<file path="src/rtl/alu_writeback.sv">
// alu_writeback: pairs ALU results with in-order destination tags and writes
// them into an 8-entry register file, with a one-cycle completion pulse.
module alu_writeback #(
    parameter int DATA_W    = 32,
    parameter int TAG_DEPTH = 4
) (
    input  logic              clk,
    input  logic              rst,
    input  logic              issue_valid,
    input  logic [2:0]        issue_dest,
    output logic              issue_ready,
    input  logic              res_valid,
    input  logic [DATA_W-1:0] res_data,
    output logic              res_ready,
    input  logic [2:0]        rd_addr1,
    output logic [DATA_W-1:0] rd_data1,
    input  logic [2:0]        rd_addr2,
    output logic [DATA_W-1:0] rd_data2,
    output logic              wb_done,
    output logic [2:0]        wb_addr,
    output logic              busy,
    output logic              err_orphan
);

    localparam int PTR_W = (TAG_DEPTH > 1) ? $clog2(TAG_DEPTH) : 1;
    localparam int CNT_W = $clog2(TAG_DEPTH + 1);
    localparam logic [CNT_W-1:0] FULL_CNT = CNT_W'(TAG_DEPTH);
    localparam logic [CNT_W-1:0] ONE_CNT  = CNT_W'(1);

    typedef enum logic {
        IDLE    = 1'b0,
        PENDING = 1'b1
    } state_t;

    state_t            state_q, state_d;
    logic [DATA_W-1:0] regs [8];
    logic [2:0]        tags [TAG_DEPTH];
    logic [PTR_W-1:0]  head_q, tail_q;
    logic [CNT_W-1:0]  count_q;
    logic              push, pop;
    logic [2:0]        head_tag;

    // Handshakes: both flags come from registered count only, so a pop
    // never frees a slot for a push in the same cycle and a fresh tag
    // never falls through to a same-cycle result.
    assign issue_ready = (count_q != FULL_CNT);
    assign res_ready   = (count_q != '0);
    assign push        = issue_valid && issue_ready;
    assign pop         = res_valid && res_ready;
    assign head_tag    = tags[head_q];
    assign busy        = (state_q == PENDING);

    // Combinational register-file reads: a write shows up the cycle after.
    assign rd_data1 = regs[rd_addr1];
    assign rd_data2 = regs[rd_addr2];

    // Tag storage; only entries between head and tail are ever read.
    // NOTE: the tag array has no reset because the pointers and count fully
    // qualify it, whereas the register file must read back 0 after reset.
    always_ff @(posedge clk) begin
        if (push) begin
            tags[tail_q] <= issue_dest;
        end
    end

    // Register file write on each accepted result.
    // NOTE: sequential state uses non-blocking assignments so every flop
    // samples values from before the edge regardless of block order.
    always_ff @(posedge clk or posedge rst) begin
        if (rst) begin
            for (int i = 0; i < 8; i++) begin
                regs[i] <= '0;
            end
        end else if (pop) begin
            regs[head_tag] <= res_data;
        end
    end

    // FIFO pointers and occupancy count.
    always_ff @(posedge clk or posedge rst) begin
        if (rst) begin
            head_q  <= '0;
            tail_q  <= '0;
            count_q <= '0;
        end else begin
            if (push) tail_q <= tail_q + PTR_W'(1);
            if (pop)  head_q <= head_q + PTR_W'(1);
            case ({push, pop})
                2'b10:   count_q <= count_q + ONE_CNT;
                2'b01:   count_q <= count_q - ONE_CNT;
                default: count_q <= count_q;
            endcase
        end
    end

    // Completion pulse, last written address and sticky orphan flag.
    always_ff @(posedge clk or posedge rst) begin
        if (rst) begin
            wb_done    <= 1'b0;
            wb_addr    <= '0;
            err_orphan <= 1'b0;
        end else begin
            wb_done <= pop;
            if (pop) wb_addr <= head_tag;
            if (res_valid && !res_ready) err_orphan <= 1'b1;
        end
    end

    // Control state register.
    always_ff @(posedge clk or posedge rst) begin
        if (rst) state_q <= IDLE;
        else     state_q <= state_d;
    end

    // Next-state logic: PENDING whenever at least one tag is outstanding.
    // NOTE: state_d is assigned a default first so no path leaves it
    // unassigned, which would otherwise infer a latch.
    always_comb begin
        state_d = state_q;
        case (state_q)
            IDLE: begin
                if (push && !pop) state_d = PENDING;
            end
            PENDING: begin
                if (pop && !push && count_q == ONE_CNT) state_d = IDLE;
            end
            default: state_d = IDLE;
        endcase
    end

endmodule

</file>
<file path="config.mk">
export PLATFORM = sky130hd
export DESIGN_NAME = alu_writeback
export DESIGN_NICKNAME = d
export VERILOG_FILES = /design/src/rtl/alu_writeback.sv
export SDC_FILE = /design/constraint.sdc
export NUM_CORES = 1
export LEC_CHECK = 0
export ABC_CLOCK_PERIOD_IN_PS = 9100
export CAP_MARGIN = 10
export CORE_MARGIN = 3
export CORE_UTILIZATION = 45
export DETAILED_ROUTE_END_ITERATION = 8
export PLACE_DENSITY = 0.67
export SYNTH_ARGS = -nofsm -noshare
export SYNTH_HDL_FRONTEND = slang
export SYNTH_SLANG_ARGS = --single-unit
</file>
<file path="constraint.sdc">
create_clock -name clk -period 9.1 [get_ports clk]
set_clock_uncertainty 0.05 [all_clocks]
set_input_delay 0.91 -clock clk [delete_from_list [all_inputs] [get_ports clk]]
set_output_delay 0.91 -clock clk [all_outputs]
set_load 0.05 [all_outputs]
</file>
# == Word-level counts from Yosys, hierarchy flattened ==
# Memories as Yosys holds them, arrays and structs flattened.
# Cells that the tools add are included.
# word_totals
regBits,269
mem_bits_rw,12
in_bits,45
out_inout_bits,72
wordCells,59
memories,1
# op_classes
add_sub_neg,4
n_lt_le_gt_ge,4
n_eq_ne,4
mux,15
bitwise,4
reduce_logical,12
# memory_table
name,words,word_bits,rd,rd_ports_with_merged_regs,write_ports,line,source
tags,4,3,1,0,1,37,logic [2:0] tags [TAG_DEPTH];
# ops
cell,count
$bwmux W256,1
$bmux W32 S3,2
$mux W32,5
$demux W32 S3,1
$ge A4 B4 Y1 const B,3
$not A3 Y4,3
$logic_and A1 B1 Y1,7
$pmux W3 S2,1
$add A2 B1 Y2 const B,2
$lt A4 B1 Y1 const B,1
$mux W1,4
$add A3 B1 Y3 const B,1
$eq A3 B1 Y1 const B,1
$logic_not A1 Y1,3
$ne A3 B3 Y1 const B,1
$reduce_bool A3 Y1,1
$sub A3 B1 Y3 const B,1
$eq A2 B1 Y1 const B,1
$eq A2 B2 Y1 const B,1
$pmux W1 S2,1
$reduce_bool A2 Y1,1
$not A1 Y1,1

# == Longest topological paths before layout ==
# Gate-level depths: netlist (run 1).
# logic_depth
depth_word,7
ltp_mapped,10

# == Worst setup path before layout (run 1) ==
# Ideal clock, no wire load.
# synth_path
path_kind,in2out
from,input port rd_addr1[0]
to,output port rd_data1[0]
arrival_time_ns,2.647
slack_ns,5.493
cell_stages,5
n_path_buf,3
cell_sequence,buf_2 -> buf_1 -> buf_2 -> mux4_2 -> mux2_2
# synth_between
elab_chain_len,4
# synth_lines
item,line,source
"start, declared",15,"input logic [2:0] rd_addr1,"
$not A3 Y4 (not written as such),54,assign rd_data1 = regs[rd_addr1];
$bmux W32 S3,54,
$mux W32 (not written as such) (2 in series),54,
"end, declared",16,"output logic [DATA_W-1:0] rd_data1,"
# Every way passes these cells. The select of a mux whose other input is x is not followed.

# == Worst setup path in the final report (run 1) ==
# layout_path
from,input port rd_addr2[0]
to,output port rd_data2[2]
# layout_between
elab_chain_len,4
# layout_lines
item,line,source
"start, declared",17,"input logic [2:0] rd_addr2,"
$not A3 Y4 (not written as such),55,assign rd_data2 = regs[rd_addr2];
$bmux W32 S3,55,
$mux W32 (not written as such) (2 in series),55,
"end, declared",18,"output logic [DATA_W-1:0] rd_data2,"
# Every way passes these cells. The select of a mux whose other input is x is not followed.

==> flow_summary.yaml, run 1 <==
sta:
  tightestPinTransition_ns: 1.111
  worst_slack_ns: 4.384
  rsz0062_at_grt: "no"
  max_freq_ghz: 0.2120
  finalSetupTns_ns: 0
  setup_viol: 0
  maxSlewHeadroom_pct: 25.91
  hold_viol_final: 0
  period_share_pct: 51.83
  period_minus_slack_ns: 4.716
  slew_viol_final: 0
min_path:
  min-delay-path-class: "flip-flop to flip-flop"
  holdPathEnd: "err_orphan"
  min_from: "err_orphan"
  hold_depth: 1
placement:
  dp_slack_ns: 4.309
  dpl.hpwl_um: 18740
  port-buffer-count: 116
  gp_congestion: 0.7315
pwr:
  switching_share_pct: 35.56
  vdd_drop_max_v: 0.0002169
  share_comb_of_total_power_pct: 43.9
  internal_power_uw: 4136
  p_seq_share_pct: 35.9
  p_per_area_nw_per_um2: 378.8
  power_frac_clock_pct: 20.2
  cellLeakagePower_uw: 0.006862
  p_switching_uw: 2282
synth:
  synthDistinctLibCells: 30
  synth.most_common_cell: "dfrtp_1"
  synth_commonest_cells: "dfrtp_1, mux2_2, mux4_2"
  yosysWarningCount: 0
  synthesis.nets: 910
  synth_top_area_cell: "dfrtp_1"
  synthArstFlopShare_pct: 95.73
  synth_ff_type: "dfrtp_1"
  ys_seq_elements: 281
  netlist_top_cells_area: "dfrtp_1, mux4_2, mux2_2"
  synth_top_area_share_pct: 46.53
  ys_seq_area_share_pct: 49.02
  synth_edf_count: 12
  synth_area_um2: 14470
  synthCells: 855
  synth_area_per_cell_um2: 16.92
routing:
  firstDrtPassIters: 4
  ant_nets: 0
  routed.top_layer: "met5"
  route.detailed.drc: 0
  vias: 8076
  wl_um: 32560
  avgViaCountPerCell: 5.852
  wl_met3_um: 1379
  drt-met1-wl_um: 14770
  drtIter0Drc: 441
  wl_per_cell_um: 23.60
  wl_met2_um: 15930
clock_network:
  cts_sinks: 281
  clk_latency_ns: 0.49
  cts_root_buf: "clkbuf_16"
  cts_buffer_depth: 3
  cts_tree: "done"
  hold_buffers: 0
  clk_pin_slew_ns: 0.06
  cts-buffers-inserted: 34
  htree_levels: 2
  ctsResizeCount: 0
  post_cts_buffers: 0
worst_setup_path:
  critical_path.max_fanout: 50
  cp_data_arrival_time_ns: 3.76
  rr_endpoint: "regs[91]"
  end_kind: "output port"
  r2r-start: "count_q[0]"
  worstSetupPathType: "input port to output port"
  cp-start-kind: "input port"
  worstPathRequired_ns: 8.14
  r2r_cells: 8
  ff2ff_setup_slack_ns: 5.74
die:
  rows: 65
  die_w_um: 185.3
  die_y_um: 185.3
  io_pins: 117
  start_util_pct: 45.73
  coreArea_um2: 31640
  floorplan.die_area_um2: 34330
cells_and_area:
  seq_area_um2: 7092
  nets: 1010
  nFillCells: 2557
  drive_gt1_share_pct: 46.11
  diodes: 0
  multiInputGateArea_um2: 7018
  fin_util_pct: 53.57
  syn2layout_area_growth_pct: 17.14
global_routing:
  antenna_found_initial: 1
  grt_use_total_pct: 19.57
  grt_max_degree: 136
  grt_pass1_vias: 8740
  grt_pass1_wl_um: 51720
  grt_remaining_overflow: 0
run_status:
  status: "finished clean"
flow_run:
  maxCapViolCount: 0
-- layer usage --
layer  GRT usage [%]  vias to the layer above
li1                -                     3521
met1           27.73                     4352
met2           32.46                      164
met3           3.299                       37
met4           3.691                        2
met5               0                        -
-- layout by cell type, fill, tap and decap left out, drive strengths merged --
| cell type | instances |
|---|---|
| a21o | 1 |
| a21oi | 1 |
| and2 | 1 |
| and3 | 4 |
| buf | 17 |
| bufinv | 1 |
| clkbuf | 53 |
| clkdlybuf4s50 | 110 |
| clkinv | 4 |
| dfrtp | 269 |
| edfxtp | 12 |
| ha | 10 |
| inv | 9 |
| mux2 | 322 |
| mux2i | 1 |
| mux4 | 131 |
| nand2 | 9 |
| nand2b | 1 |
| nand3 | 2 |
| nand3b | 2 |
| nor2 | 5 |
| nor2b | 1 |
| nor3 | 1 |
| nor3b | 3 |
| o21ai | 2 |
| xnor2 | 5 |
| xor2 | 1 |
-- worst max-delay path, stage by stage --
cell,delay [ns]
buf_4,0.27
buf_4,0.88
mux4_2,0.61
mux2_2,0.28
clkdlybuf4s50_1,0.75
-- cells by family after synthesis --
kind of cell,share of synthesized area (%)
adders and majority gates,0.8649
AOI/OAI and AO/OA,0.1557
muxes,45.53
buffers and inverters,2.664
and+or+nand+nor,1.401
xor gates and xnor gates,0.3633
DFF,49.02
-- power groups by stage --
stage          Clock (uW)  Sequential (uW)  Combinational (uW)
2_1_floorplan           0             2210                2180
3_3_place_gp            0             2280                2810
4_1_cts              1330             2300                2860
3_5_place_dp            0             2320                2850
6_report             1300             2300                2820
5_1_grt              1390             2390                3010
-- flip-flops by register name, indices dropped and copies added (netlist names) --
name,cells
head_q,2
regs,256
busy,1
tags,12
err_orphan,1
wb_done,1
tail_q,2
count_q,3
wb_addr,3
-- layout make-up --
type                    count  share of cell area, %
flip-flops and latches    281                  41.85
inverters                   8                 0.2215
well taps                 402                  2.968
repair buffers            127                  7.221
clock inverters             6                 0.3470
clock buffers              53                  5.980
multi-input cells         503                  41.41
-- worst max path at each step --
stage / start / to / slack, ns / depth (start not counted)
floorplan: rst / busy / 0.73 / 1
global placement: rd_addr2[0] / rd_data2[24] / 4.33 / 5
detailed placement: rd_addr2[0] / rd_data2[2] / 4.31 / 5
CTS: rd_addr2[0] / rd_data2[2] / 4.30 / 5
global route: rd_addr2[0] / rd_data2[2] / 4.21 / 5
finish: rd_addr2[0] / rd_data2[2] / 4.38 / 5
-- per-stage QoR --
stage	total power, uW	hold WS (ns)	instances	area [um^2]
after global routing	6783	0.4244	1380	16950
after global placement	5088	0.3920	1321	15870
after CTS	6494	0.4077	1380	16950
after detailed placement	5171	0.3956	1321	15870
after floorplan	4389	0.4210	855	14470
final	6418	0.4062	1380	16950
(Power assumes the default switching activity.)
==> run 2: changes to the inputs <==
ABC_CLOCK_PERIOD_IN_PS = 4300   (was 9100)
PLACE_DENSITY = 0.7   (was 0.67)
clock period = 4.3 ns   (was 9.1 ns; I/O delays follow)
==> run 2 against run 1 <==
  * Setup slack lost 3.4 ns
  * Utilization grew 0.72 points
  * Routed wire length up 0.29%
  * Sequential share of layout area is 0.55 points lower
  * Largest power group unchanged
  * Combinational power grew 110%
  * Non-clock buffer count grew 12
==> flow_summary.yaml, run 2 (synthesized netlist as in run 1, its figures left out) <==
run_status:
  status: "finished clean"
die:
  coreArea_um2: 31640
  die_y_um: 185.3
  floorplan.die_area_um2: 34330
  rows: 65
  start_util_pct: 45.73
  io_pins: 117
  die_w_um: 185.3
routing:
  firstDrtPassIters: 6
  drtIter0Drc: 386
  route.detailed.drc: 0
  avgViaCountPerCell: 5.891
  routed.top_layer: "met4"
  wl_um: 32660
  ant_nets: 0
  drt-met1-wl_um: 14330
  wl_per_cell_um: 23.51
  wl_met2_um: 16290
  wl_met3_um: 1538
  vias: 8182
worst_setup_path:
  cp_data_arrival_time_ns: 2.85
  ff2ff_setup_slack_ns: 1.32
  r2r_cells: 8
  critPathMostFrequentCell: "buf_4"
  cp_top_family: "buffers and inverters"
  worstPathRequired_ns: 3.82
  worstSetupPathType: "input port to output port"
  crit_path_top_delay_cell: "clkdlybuf4s50_1"
  worst-path-buf-inv: 3
  end_kind: "output port"
  r2r-start: "count_q[0]"
  critical_path.max_fanout: 25
  rr_endpoint: "regs[207]"
  slowest_delay_ns: 0.70
  cp-start-kind: "input port"
  crit_chain: "buf_4 -> buf_4 -> mux4_2 -> mux2_2 -> clkdlybuf4s50_1"
sta:
  period_share_pct: 77.51
  maxSlewHeadroom_pct: 49.88
  period_minus_slack_ns: 3.333
  tightestPinTransition_ns: 0.7518
  setup_viol: 0
  rsz0062_at_grt: "no"
  slew_viol_final: 0
  max_freq_ghz: 0.3000
  hold_viol_final: 0
  finalSetupTns_ns: 0
clock_network:
  htree_levels: 1
  clk_pin_slew_ns: 0.06
  clk_latency_ns: 0.55
  cts_buffer_depth: 3
  cts-buffers-inserted: 30
  ctsResizeCount: 0
  cts_root_buf: "clkbuf_16"
  cts_sinks: 281
  post_cts_buffers: 0
  hold_buffers: 0
  cts_tree: "done"
flow_run:
  maxCapViolCount: 0
cells_and_area:
  nFillCells: 2550
  fin_cells: 1389
  top_regs: "regs (256), tags (12)"
  largest_reg_flops: 256
  top_register: "regs"
  diodes: 0
  syn2layout_area_growth_pct: 18.71
  drive_gt1_share_pct: 47.32
  nets: 1018
  layout_common_cells: "dfrtp_1, mux2_2, mux4_2"
  final_common_cell: "dfrtp_1"
placement:
  port-buffer-count: 116
  gp_congestion: 0.7327
  dp_cells: 1333
  dpl.hpwl_um: 20120
global_routing:
  grt_pass1_wl_um: 51750
  grt_use_total_pct: 19.61
  grt_max_degree: 76
  grt_pass1_vias: 8847
  grt_remaining_overflow: 0
  antenna_found_initial: 0
pwr:
  p_per_area_nw_per_um2: 797.6
  cellLeakagePower_uw: 0.006969
  vdd_drop_max_v: 0.0004444
min_path:
  min-delay-path-class: "input port to asynchronous set/reset pin"
-- run 2: worst max-delay path by stage --
stage / from / end / slack [ns] / cells after the start
6_report: rd_addr2[0] / rd_data2[12] / 0.97 / 5
5_1_grt: rd_addr2[0] / rd_data2[12] / 0.79 / 5
4_1_cts: rd_addr2[0] / rd_data2[12] / 0.93 / 5
3_5_place_dp: rd_addr2[0] / rd_data2[13] / 0.94 / 5
3_3_place_gp: rd_addr2[0] / rd_data2[13] / 0.97 / 5
2_1_floorplan: rst / busy / 0.27 / 1
-- run 2: final cells by class --
| type | count | area [um^2] | area share, % |
|---|---|---|---|
| Tap cell | 402 | 503.0 | 2.929 |
| Sequential cell | 281 | 7092 | 41.30 |
| Multi-Input combinational cell | 503 | 7018 | 40.87 |
| Clock buffer | 41 | 884.6 | 5.151 |
| Clock inverter | 15 | 202.7 | 1.180 |
| Inverter | 8 | 33.78 | 0.1967 |
| Timing Repair Buffer | 139 | 1439 | 8.379 |
-- run 2: worst register-to-register path: cells and delay by family (launching register included) --
family | cells | cell delay, ns
and+or+nand+nor | 3 | 1.28
buffers and inverters | 3 | 0.55
DFF | 1 | 0.43
muxes | 1 | 0.36
adders and majority gates | 1 | 0.17
-- run 2: stage by stage --
step	hold WS, ns	util [%]	total power, uW	area [um^2]	setup slack (ns)
after floorplan	0.4210	-	9288	14470	0.2665
after global placement	0.3910	50.84	10830	16090	0.9712
after detailed placement	0.4017	50.84	10980	16090	0.9418
after CTS	0.2848	54.28	13840	17170	0.9302
after global routing	0.3186	54.28	14450	17170	0.7950
final	0.2874	54.28	13700	17170	0.9672
-- run 2: metal layers --
layer | GRT usage [%] | up-vias
li1 | - | 3533
met1 | 27.37 | 4451
met2 | 33.05 | 167
met3 | 3.437 | 31
met4 | 3.451 | 0
met5 | 0 | -
-- run 2: report_power, final --
group	switching, uW	leakage [uW]	internal [uW]
Combinational	2880	0.00308	3130
Sequential	910	0.00335	3980
Clock	1060	0.000541	1730
Total	4850	0.00697	8850
